**config.mk**
```make
export PLATFORM = sky130hd
export DESIGN_NAME = sum_uart_tx
export DESIGN_NICKNAME = d
export VERILOG_FILES = /design/src/rtl/sum_uart_tx.sv
export SDC_FILE = /design/constraint.sdc
export NUM_CORES = 1
export LEC_CHECK = 0
export BUFFER_PORTS_ARGS = -buffer_cell sky130_fd_sc_hd__buf_2
export CORE_UTILIZATION = 50
export CTS_CLUSTER_SIZE = 10
export DETAILED_ROUTE_END_ITERATION = 10
export PLACE_DENSITY = 0.72
export SLEW_MARGIN = 25
export SYNTH_ARGS = -nofsm -noshare
export SYNTH_HDL_FRONTEND = slang
export SYNTH_SLANG_ARGS = --single-unit
```
**constraint.sdc**
```tcl
create_clock -name clk -period 2.1 [get_ports clk]
set_input_delay 0.105 -clock clk [delete_from_list [all_inputs] [get_ports clk]]
set_output_delay 0.105 -clock clk [all_outputs]
set_load 0.03 [all_outputs]
```
**src/rtl/sum_uart_tx.sv**
```systemverilog
// Serialises each accepted 8-bit sum as one UART frame: start, 8 data bits LSB first,
// optional even parity, stop. Counts completed frames in frame_cnt.
module sum_uart_tx #(
    parameter int CLKS_PER_BIT = 16,
    parameter int PARITY_EN    = 0
) (
    input  logic       clk,
    input  logic       rst,
    input  logic [7:0] sum_in,
    input  logic       sum_valid,
    output logic       sum_ready,
    output logic       tx,
    output logic       busy,
    output logic [7:0] frame_cnt
);

    localparam int BW = (CLKS_PER_BIT > 2) ? $clog2(CLKS_PER_BIT) : 1;
    localparam logic [BW-1:0] BAUD_LAST = BW'(CLKS_PER_BIT - 1);

    typedef enum logic [2:0] {
        IDLE,
        START,
        DATA,
        PARITY,
        STOP
    } state_t;

    typedef struct packed {
        logic [7:0] shift;
        logic       par;
    } frame_t;

    state_t        state;
    logic [BW-1:0] baud;
    logic [2:0]    bit_idx;
    frame_t        fr;

    logic baud_last;
    logic accept;

    assign baud_last = (baud == BAUD_LAST);

    // Ready also in the final stop cycle so a held sum_valid chains frames with no idle gap.
    assign sum_ready = (state == IDLE) || ((state == STOP) && baud_last);
    assign busy      = (state != IDLE);
    assign accept    = sum_valid && sum_ready;

    always_ff @(posedge clk or posedge rst) begin
        if (rst) begin
            state     <= IDLE;
            baud      <= '0;
            bit_idx   <= '0;
            fr        <= '0;
            tx        <= 1'b1;
            frame_cnt <= '0;
        end else if (accept) begin
            if (state == STOP)
                frame_cnt <= frame_cnt + 8'd1;
            state    <= START;
            baud     <= '0;
            bit_idx  <= '0;
            fr.shift <= sum_in;
            fr.par   <= ^sum_in;
            tx       <= 1'b0;
        end else begin
            case (state)
                IDLE: begin
                    baud <= '0;
                    tx   <= 1'b1;
                end
                START: begin
                    if (baud_last) begin
                        baud  <= '0;
                        state <= DATA;
                        tx    <= fr.shift[0];
                    end else begin
                        baud <= baud + BW'(1);
                    end
                end
                DATA: begin
                    if (baud_last) begin
                        baud <= '0;
                        if (bit_idx == 3'd7) begin
                            if (PARITY_EN != 0) begin
                                state <= PARITY;
                                tx    <= fr.par;
                            end else begin
                                state <= STOP;
                                tx    <= 1'b1;
                            end
                        end else begin
                            bit_idx  <= bit_idx + 3'd1;
                            fr.shift <= {1'b0, fr.shift[7:1]};
                            tx       <= fr.shift[1];
                        end
                    end else begin
                        baud <= baud + BW'(1);
                    end
                end
                PARITY: begin
                    if (baud_last) begin
                        baud  <= '0;
                        state <= STOP;
                        tx    <= 1'b1;
                    end else begin
                        baud <= baud + BW'(1);
                    end
                end
                STOP: begin
                    if (baud_last) begin
                        baud      <= '0;
                        state     <= IDLE;
                        frame_cnt <= frame_cnt + 8'd1;
                    end else begin
                        baud <= baud + BW'(1);
                    end
                    tx <= 1'b1;
                end
                default: begin
                    state <= IDLE;
                    baud  <= '0;
                    tx    <= 1'b1;
                end
            endcase
        end
    end

endmodule
```
==> results.txt, run 1 <==
- Setup violations remaining at the end of the flow were counted as 0.
- Synthesis produced a netlist with a net count of 132.
* Share of cells above drive strength 1: between 20% and 30%
- Number of buffers between clock root and the deepest sink: 2
- Antenna diode count: 0
* Period utilization: a little under nine tenths
* Number of buffer and inverter instances along the worst setup path: 0
- The completed layout was analyzed and its total power is between 1000 and 1500 uW.
- In this run the register-to-register setup slack is between 0.2 and 0.3 ns.
* Mean area per synthesized cell: 11.4 um^2
* Crit-path cells: ha_1 -> and3_1 -> nand4_2 -> nor4_2 -> xor2_1
* Slowest cell on the critical path: sky130_fd_sc_hd__dfrtp_1
- Worst hold path startpoint: sum_in[5]
- Global routing used 2.54% of the available met3 tracks.
* Count of routing violations after the opening detailed-route iteration: 16
* Most common cell after layout, fill and taps aside: sky130_fd_sc_hd__dfrtp_1
* Number of stages on the worst hold path: 3
* Number of H-tree levels: 1
- STA classifies the critical path endpoint as a flop.
* Fill cell instance count of the final layout: 208
- The die is roughly 54 um wide.
- The Yosys step of the flow raised 0 warnings.
- Clock-pin slew was measured on the worst setup and hold paths at 0.14 ns.
- The largest single stage delay on the critical path is about 0.39 ns.
- After global routing the overflow that remains totals 0.
* Final Critical Period: about 1.8 ns
- For this design the top-level I/O count stands at 22.
- Total via count after detailed routing: 976
- Fraction of the yosys area taken by sequential cells: between 50% and 60%
- Normalized max-slew margin: about 70%
* Largest delay share family, worst path: simple AND/OR/NAND/NOR gates
- STA puts the critical path data arrival time at between 2 and 2.5 ns.
- Die footprint: roughly 0.0029 mm^2
* Half-perimeter wire length after detailed placement: 1.72 mm
* Beginning of the worst register-to-register path: baud[0]
- Once the clock tree was built, the resizer swapped 0 gates to a different size.
- At the placement stage, the worst setup path has a slack of roughly 0.32 ns.
* Net count, final: around 160
* Worst Tran Pin Value: around 0.45 ns
- Startpoint kind of the worst setup timing path: flop
- Yosys mapped a number of flops with a built-in enable equal to 0.
* Most frequent cells in the layout: 26 x sky130_fd_sc_hd__dfrtp_1, 21 x sky130_fd_sc_hd__buf_2, 10 x sky130_fd_sc_hd__nor2_1, 8 x sky130_fd_sc_hd__nand2_1
* Initial Util: 53.5%
* Synthesized instance count: 117
* Weighted congestion reported at the end of routability-driven placement: 0.694
- Count of buffers from port buffering: 21
- Post-CTS Setup Repair Bufs: 0
- Die height: about 54 um
- In the final routed layout, each cell accounts on average for about 14 um.
- Core area: between 0.002 and 0.0025 mm^2
* Final Hold Vio Count: 0
- In the synthesized netlist the dominant register cell turns out to be sky130_fd_sc_hd__dfrtp_1.
- Antenna violations before repair: 0
- The flow ran to the end, and the final reports show no timing, DRC or antenna violations.
* Ratio of total power to cell area: roughly 960 mW/mm^2
- TritonCTS created 3 clock buffers.
- Endpoint of the lowest-slack register-to-register path: frame_cnt[7]
- Synth async-reset ratio: 100%
* Worst Reg2Reg Path Length in Cells: 5
- After synthesis, the netlist uses 38 different library cells.
- Drt via density: 5.64
- The number of slew-limit violations in the final report came to 0.
* CTS sink cnt: 27
- Entering global routing, the biggest net connects 28 pins.
- Post-route DRC: 0
- Global routing used 18.1% of the available tracks.
- After detailed routing, the total wire length is between 2 and 2.5 mm.
- On the final layout, the worst clock skew is between 0.002 and 0.0025 ns.
* Total negative slack: 0 ns
* Post-Syn Area: between 0.001 and 0.0015 mm^2
- Post-Route Hold Slack: 0.0642 ns
- The via count of the first global-routing pass was 923.
* Type of the worst setup path: reg2reg
- Setup repair after global routing left no endpoint under its margin.
- Highest clock frequency the design can meet: around 0.55 GHz
- The worst hold path belongs to the class in2reg.
- The first TritonRoute pass finished after 4 iterations.
* Latest clock arrival within the worst-skew pair: 0.32 ns
* Global-route wire length before repair: 3.69 mm
- Slack of the critical path: between 0.2 and 0.3 ns
* Leakage dissipation: 0.000782 uW
- The floorplan has 18 rows.
- Worst min-delay path endpoint: fr[6]
- TritonCTS clock tree: built
- STA puts the critical path data required time at roughly 2.4 ns.
- The global routing stage identified its most utilized layer as met2.
- Number of synthesized register bits: 27
* Peak supply drop: roughly 560 uV
- Max-cap violations in this run came to 0.
* Synth-to-Final Area Change: 14.0%
- The count of nets left with antenna violations once routing finished came out at 0.
- Largest fanout on the critical path: 8
- In this run the clock root is driven by a sky130_fd_sc_hd__clkbuf_4.
- For met2 alone, demand over resource in global routing was between 30% and 40%.
* Met1 capacity usage during global routing: between 10% and 20%
cell families after synthesis:
| kind of cell | after synthesis | share of synthesized area [%] |
|---|---|---|
| adder cells (fa/ha/maj) | 4 | 3.74 |
| multiplexers | 3 | 2.34 |
| XOR/XNOR | 10 | 6.55 |
| flip-flops | 27 | 50.6 |
| AO/OA/AOI/OAI | 24 | 15.4 |
| AND/OR/NAND/NOR | 39 | 17.1 |
| buffers and inverters | 10 | 4.21 |
cell usage after synthesis (2+ instances only):
library cell,instances,area share (%)
sky130_fd_sc_hd__o31ai_1,2,1.1
sky130_fd_sc_hd__nand2_1,8,2.2
sky130_fd_sc_hd__a22o_1,5,3.3
sky130_fd_sc_hd__nor2_1,10,2.8
sky130_fd_sc_hd__nand3_1,3,1.1
sky130_fd_sc_hd__buf_2,3,1.1
sky130_fd_sc_hd__a21oi_1,2,0.75
sky130_fd_sc_hd__mux2i_1,2,1.5
sky130_fd_sc_hd__xnor2_1,4,2.6
sky130_fd_sc_hd__nor3_1,5,1.9
sky130_fd_sc_hd__inv_1,4,1.1
sky130_fd_sc_hd__xor2_1,6,3.9
sky130_fd_sc_hd__dfrtp_1,26,49
sky130_fd_sc_hd__nand2b_1,2,0.94
sky130_fd_sc_hd__a21o_1,6,3.4
sky130_fd_sc_hd__a211oi_1,2,1.1
sky130_fd_sc_hd__o21ai_0,2,0.75
sky130_fd_sc_hd__buf_4,2,1.1
sky130_fd_sc_hd__ha_1,4,3.7
per-stage QoR:
stage                     cell area (um^2)  utilization (%)  std cells
final                                 1530             61.0        173
after global routing                  1530             61.0        173
after CTS                             1520             60.6        172
after detailed placement              1470             58.8        166
after global placement                1470             58.8        166
after floorplan                       1340                -        117
worst max-delay path by stage:
| stage | endpoint | slack [ns] | start | cells past startpoint |
|---|---|---|---|---|
| 2_1_floorplan | sum_ready | 0.43 | baud[0] | 4 |
| 3_3_place_gp | frame_cnt[7] | 0.33 | baud[0] | 5 |
| 3_5_place_dp | frame_cnt[7] | 0.32 | baud[0] | 5 |
| 4_1_cts | sum_ready | 0.29 | baud[0] | 5 |
| 5_1_grt | frame_cnt[7] | 0.16 | baud[0] | 5 |
| 6_report | frame_cnt[7] | 0.29 | baud[0] | 5 |
worst min-delay path: cells and delay by family:
kind            cells  cell delay (ns)
buf+inv             1             0.07
compound gates      2             0.18
cell type report:
type | instances | area (um^2) | area share (%)
clock buffer | 4 | 26.3 | 1.72
inverter | 4 | 15.0 | 0.984
multi-input combinational | 80 | 604 | 39.6
sequential | 27 | 677 | 44.4
tap | 30 | 37.5 | 2.46
timing repair buffer | 28 | 165 | 10.8
registers in the layout, indices dropped and copies added (netlist names):
signal,count
frame_cnt,8
tx,1
state,3
baud,4
fr,8
bit_idx,3
where the power goes:
group          switching (uW)  internal [uW]
logic                     213            197
clock network             146           74.4
registers                 147            683
layer usage:
metal  part of all wire (%)  vias to the layer above  wire length (um)
met5                      0                        -                 0
li1                       -                      468                 -
met4                    2.4                        0                57
met2                     52                       18              1230
met3                    2.6                        6                62
met1                     43                      484              1010
repair_timing:
item                                    in CTS  in global routing
hold buffers                                 2                  1
hold endpoints to repair                    27                  1
endpoints found under the setup margin       0                  0
Note: power is estimated with default switching activity, not from simulation.
==> inputs of run 2 (changes only) <==
Settings changed: RECOVER_POWER set to 100.
==> results.txt, run 2 (synthesis results as in run 1) <==
- Result of the run: finished clean
- Share of cells above drive strength 1: between 15 and 20%
- Wires add up to between 2 and 2.5 mm.
- Antenna Nets Post-Route: 0
* Slowest cell on the critical path: sky130_fd_sc_hd__dfrtp_1
- Worst EP required: 2.33 ns
- Total via count after detailed routing: between 900 and 1000
- The clock passes through at most 2 buffers.
* Type of the worst setup path: reg2reg
- Highest clock frequency the design can meet: roughly 0.53 GHz
- Clock root cell: sky130_fd_sc_hd__clkbuf_4
- Startpoint kind of the worst setup timing path: flop
- In this run the core area contains 18 standard-cell rows.
- The worst pin sits at a relative slew slack of between 5 and 6%.
- Total negative slack: 0 ns
* Final standard cell utilization of the core: about three fifths
- Ratio of total power to cell area: between 900 and 1000 mW/mm^2
- In this run, post-CTS repair resized a total of 0 instances.
- Path type of the worst min-delay path: in2reg
* Period utilization: ~89%
* Number of buffers created by CTS: 3
* Critical path endpoint category: flop
- For this run, the slowest stage of the critical path takes about 0.42 ns.
- In this run, the number of DRC markers left after iteration 0 of detailed routing was 17.
- Number of ports placed on the die boundary: 22
- Max-slew violations: 0
- In this run the worst path has a maximum fanout of 13.
- After routing the design area is roughly 0.0015 mm^2.
- WL/cell: 13.7 um
- Summed over all layers, the global routing overflow is 0.
- In this run the number of H-tree levels came out at 1.
- TritonCTS built the clock tree.
- Initial Util: a little over half
* Dominant cell type by count on the critical path: sky130_fd_sc_hd__ha_1
* RSZ-0062 raised after global routing: no
- Measured along the y axis, the die boundary spans 53.7 um.
* Count of buffers from port buffering: 21
- Final Critical Period: 1.87 ns
- Leading registers by flop count: fr: 8 flops, frame_cnt: 8 flops, baud: 4 flops
- The first TritonRoute pass finished after 4 iterations.
- Synth-to-Final Area Change: 11.9%
- Instance count after placement with tap cells included: ~170
- In the routed layout, each cell is associated on average with a via count of 5.66.
* Clock edge transition at the registers on the reported setup and hold paths: ~0.14 ns
- Die footprint: 0.00289 mm^2
- Largest delay share family, worst path: adder cells
- The number of antenna violations at the first check in global routing came to 0.
* Net count, final: between 150 and 200
- At the end of routability-driven placement, the weighted congestion stood at 0.694.
- Antenna diode count: 0
- Overall track demand over capacity in global routing: between 10% and 20%
- Worst Tran Pin Value: between 1 and 1.5 ns
- The HPWL after detailed placement is approximately 1.7 mm.
- Crit-path cells: ha_1 -> ha_1 -> nor4_4 -> clkbuf_2 -> nor2_2 -> a21o_1
* Number of buffer and inverter instances along the worst setup path: 1
- Core area: ~0.0025 mm^2
- Latest clock arrival within the worst-skew pair: 0.32 ns
* Setup violation total in the final timing report: 0
- Peak supply drop: 564 uV
* Post-route DRC: 0
- Number of maximum-capacitance constraint violations: 0
- Between clock sinks in the finished design, the worst skew comes to 0.00141 ns.
- CTS sink cnt: 27
- Data arrival at the endpoint of the critical path: about 2.1 ns
- The die is 53.7 um wide.
* Pin count of the biggest net entering global routing: 28
* Via count of the first global-routing pass: roughly 920
- Most frequent cells in the layout: 26 x sky130_fd_sc_hd__dfrtp_1, 13 x sky130_fd_sc_hd__clkbuf_1, 10 x sky130_fd_sc_hd__nor2_1, 10 x sky130_fd_sc_hd__buf_2, 8 x sky130_fd_sc_hd__nand2_1
- The analysis attributes to cell leakage a power of roughly 0.00072 uW.
* Placed instance area: ~0.0015 mm^2
- The design draws ~1500 uW.
* Global-route wire length before repair: around 3.7 mm
- Most common cell after layout, fill and taps aside: sky130_fd_sc_hd__dfrtp_1
* Final Hold Vio Count: 0
- The finished layout holds ~170 standard cells, fillers aside.
==> run 2: layout make-up <==
| class | instances | area (um^2) |
|---|---|---|
| clock buffer | 4 | 26.3 |
| timing repair buffer | 28 | 143 |
| inverter | 4 | 15.0 |
| fill | 224 | 1000 |
| tap | 30 | 37.5 |
| multi-input combinational | 80 | 598 |
| sequential | 27 | 677 |
==> run 2: what timing repair did <==
| action | CTS | global route |
|---|---|---|
| hold buffers | 2 | 1 |
| hold endpoints to repair | 27 | 1 |
| buffers inserted | 0 | 0 |
==> run 2: worst paths after layout <==
| kind | slack [ns] | start | cells after the start | to |
|---|---|---|---|---|
| setup / recovery | 0.23 | bit_idx[0] | 6 | fr[5] |
| hold / removal | 0.06 | sum_in[5] | 3 | fr[6] |
| setup reg to reg | 0.23 | bit_idx[0] | 6 | fr[5] |
| hold reg to reg | 0.47 | frame_cnt[7] | 1 | frame_cnt[7] |
| max in group asynchronous | 0.51 | rst | 4 | bit_idx[1] |
| min in group asynchronous | 0.78 | rst | 4 | frame_cnt[4] |
==> run 2: power by group <==
part / switching (uW) / internal, uW / leakage [uW]
Sequential: 147 / 683 / 0.000347
Clock: 148 / 74.4 / 0.0000150
Combinational: 212 / 191 / 0.000362
==> run 2: stage by stage <==
step                      setup WS, ns  hold slack, ns
after floorplan                  0.430           0.157
after global placement           0.328           0.175
after detailed placement         0.324           0.180
after CTS                        0.286        0.000475
after global routing             0.101          0.0710
final                            0.231          0.0638
==> run 2: per-layer routing <==
layer  vias up  share of wire [%]  global-route usage [%]
met5         -                  0                       0
met4         0                2.4                    9.65
met3         6                3.4                    2.54
met2        22                 52                    35.0
met1       482                 42                    18.3
li1        469                  -                       -
==> run 2: worst register-to-register path, delay by kind of cell (launching register included) <==
kind | cells | cell delay, ns
AO/OA/AOI/OAI | 1 | 0.20
adder cells (fa/ha/maj) | 2 | 0.42
buffers and inverters | 1 | 0.34
flip-flops | 1 | 0.42
AND/OR/NAND/NOR | 2 | 0.40
==> inputs of run 3 (changes only) <==
Clock period 2.1 ns to 2 ns, I/O delays scaled along.
==> results.txt, run 3 (synthesis results as in run 1) <==
- Final Critical Period: 1.81 ns
* Total power consumption of the routed design: 1540 uW
- The total overflow left after global routing is 0.
- The first global-routing pass estimated ~3.8 mm of wire.
- Entering global routing, the biggest net connects 28 pins.
- Gates resized during post-CTS repair numbered 0.
* Drt via density: between 5 and 6
* Count of buffers from port buffering: 21
- The flow ran to the end, and the final reports show no timing, DRC or antenna violations.
- The via count of the first global-routing pass came to about 900.
- Latest clock arrival within the worst-skew pair: 0.33 ns
- Data arrival at the endpoint of the critical path: about 1.7 ns
* Type of the worst setup path: reg2out
- Post-route DRC: 0
* RSZ-0062 raised after global routing: no
- Ratio of total power to cell area: between 1000 and 1500 mW/mm^2
* Number of H-tree levels: 1
* Initial Util: between 50% and 60%
- Summing over every cut layer, the via total after detailed routing is roughly 980.
- The worst setup path is captured at an output pin.
- OpenSTA, run right after detailed placement, puts the worst setup slack at ~0.23 ns.
* CTS sink cnt: 27
* Synth-to-Final Area Change: 13.4%
- The floorplan step defined a core boundary enclosing approximately 0.0025 mm^2.
- Instance count after placement with tap cells included: 168
- Die height: between 50 and 60 um
- IR analysis of the VDD net gives a maximum drop of ~650 uV.
- Final wirelength: about 2.3 mm
- Final worst clock skew: roughly 0.015 ns
- Period utilization: around 90%
- The largest registers in the layout are fr: 8 flops, frame_cnt: 8 flops, baud: 4 flops.
- Dividing the detail-routed wire length by the instance count gives approximately 13 um.
- In this run the static leakage power is around 0.00074 uW.
- Registers take between 600 and 700 um^2.
- Largest fanout on the critical path: 6
- The number of antenna violations at the first check in global routing is 0.
- For this run, the post-layout net count is around 160.
- Number of buffers created by CTS: 3
* Final Hold Vio Count: 0
* Max-slew violations: 0
- Number of buffers between clock root and the deepest sink: 2
- The finished layout holds between 150 and 200 standard cells, fillers aside.
- TritonCTS clock tree: built
* Number of maximum-capacitance constraint violations: 0
* Clock root cell: sky130_fd_sc_hd__clkbuf_4
* Post-Route Hold Slack: ~0.052 ns
* Crit-path cells: ha_1 -> nand3_4 -> and2_0 -> nor3_1 -> clkbuf_2
- On the critical path, the stage with the largest delay is an instance of sky130_fd_sc_hd__dfrtp_1.
* Worst Tran Pin Value: approximately 1.4 ns
- Clock edge transition at the registers on the reported setup and hold paths: around 0.15 ns
- Most frequent cells in the layout: 26 x sky130_fd_sc_hd__dfrtp_1, 12 x sky130_fd_sc_hd__clkbuf_1, 11 x sky130_fd_sc_hd__nor2_1, 10 x sky130_fd_sc_hd__buf_2, 8 x sky130_fd_sc_hd__nand2_1
- The worst pin sits at a relative slew slack of about 8.4%.
* Path type of the worst min-delay path: in2reg
- The kind of cell with the highest combined delay along the critical path is simple AND/OR/NAND/NOR gates.
* Antenna Nets Post-Route: 0
- In the final layout, the share of cells above drive strength 1 is between 10% and 20%.
- Number of ports placed on the die boundary: 22
* Largest stage delay on the critical path: approximately 0.4 ns
- Counting both buffers and inverters, the worst setup path holds a total of 1.
* Die footprint: 0.00289 mm^2
- Length of the first detailed-routing pass in iterations: 4
* Most common cell after layout, fill and taps aside: sky130_fd_sc_hd__dfrtp_1
- In the final layout, the multi-input gates occupy 602 um^2.
- Count of routing violations after the opening detailed-route iteration: 11
- The HPWL after detailed placement is around 1.7 mm.
- In the global route stage, overall resource usage came out at about a fifth.
- Setup violations remaining at the end of the flow were counted as 0.
* Placement row count: 18
* Die Span X: about 54 um
- Setup slack closes at a little under 0.2 ns.
- Antenna diode count: 0
- Total negative slack: 0 ns
* Weighted congestion reported at the end of routability-driven placement: between 0.7 and 0.8
- For this run, the top clock speed supported by timing is between 0.5 and 0.6 GHz.
- For the worst setup path, the data required time is roughly 1.9 ns.
- Fill cell instance count of the final layout: between 200 and 250
- Startpoint kind of the worst setup timing path: flop
==> run 3: changes by cell type in the layout (fill, tap and decap cells not counted), sizes merged <==
cell / before / now
buf: 11 / 12
clkinvlp: 0 / 1
==> run 3: where the power goes <==
group / internal, uW / leakage, uW / total, uW / switching [uW]
logic: 207 / 0.000380 / 436 / 229
registers: 717 / 0.000347 / 868 / 152
clock network: 76.5 / 0.0000139 / 236 / 159
total: 1000 / 0.000741 / 1540 / 540
==> run 3: cell type report <==
| cell class | instances | area share, % |
|---|---|---|
| sequential | 27 | 44.6 |
| inverter | 4 | 0.990 |
| tap | 30 | 2.48 |
| clock inverter | 1 | 0.495 |
| timing repair buffer | 30 | 10.2 |
| multi-input combinational | 80 | 39.7 |
| clock buffer | 3 | 1.49 |
==> run 3: worst register-to-register path, delay by kind of cell (launching register included) <==
| family | cells | cell delay, ns |
|---|---|---|
| DFF | 1 | 0.42 |
| AOI/OAI and AO/OA | 1 | 0.21 |
| buffers and inverters | 1 | 0.25 |
| adders and majority gates | 2 | 0.42 |
| and+or+nand+nor | 2 | 0.42 |
==> run 3: layer usage <==
| metal | global-route usage, % | part of all wire [%] |
|---|---|---|
| met5 | 0 | 0 |
| met4 | 5.26 | 0.84 |
| met2 | 33.5 | 51 |
| met1 | 21.0 | 44 |
| met3 | 5.93 | 4.3 |
==> run 3: repair_timing <==
action                                  in CTS  in global routing
hold buffers                                 3                  0
endpoints found under the hold margin       28                  0
endpoints found under the setup margin       0                  0
setup buffers                                0                  0
==> run 3: worst paths after layout <==
check | startpoint | endpoint | slack (ns) | cells past startpoint
max | baud[0] | sum_ready | 0.19 | 5
min | sum_in[2] | fr[3] | 0.05 | 3
max reg2reg | bit_idx[0] | fr[7] | 0.20 | 6
min reg2reg | frame_cnt[7] | frame_cnt[7] | 0.49 | 1
max in group asynchronous | rst | baud[0] | 0.44 | 4
min in group asynchronous | rst | fr[4] | 0.74 | 4
==> run 3: through the flow <==
stage / utilization [%] / area, um^2
finish: 60.7 / 1520
global route: 60.7 / 1520
CTS: 61.8 / 1540
detailed placement: 59.4 / 1480
global placement: 59.4 / 1480
floorplan: - / 1340
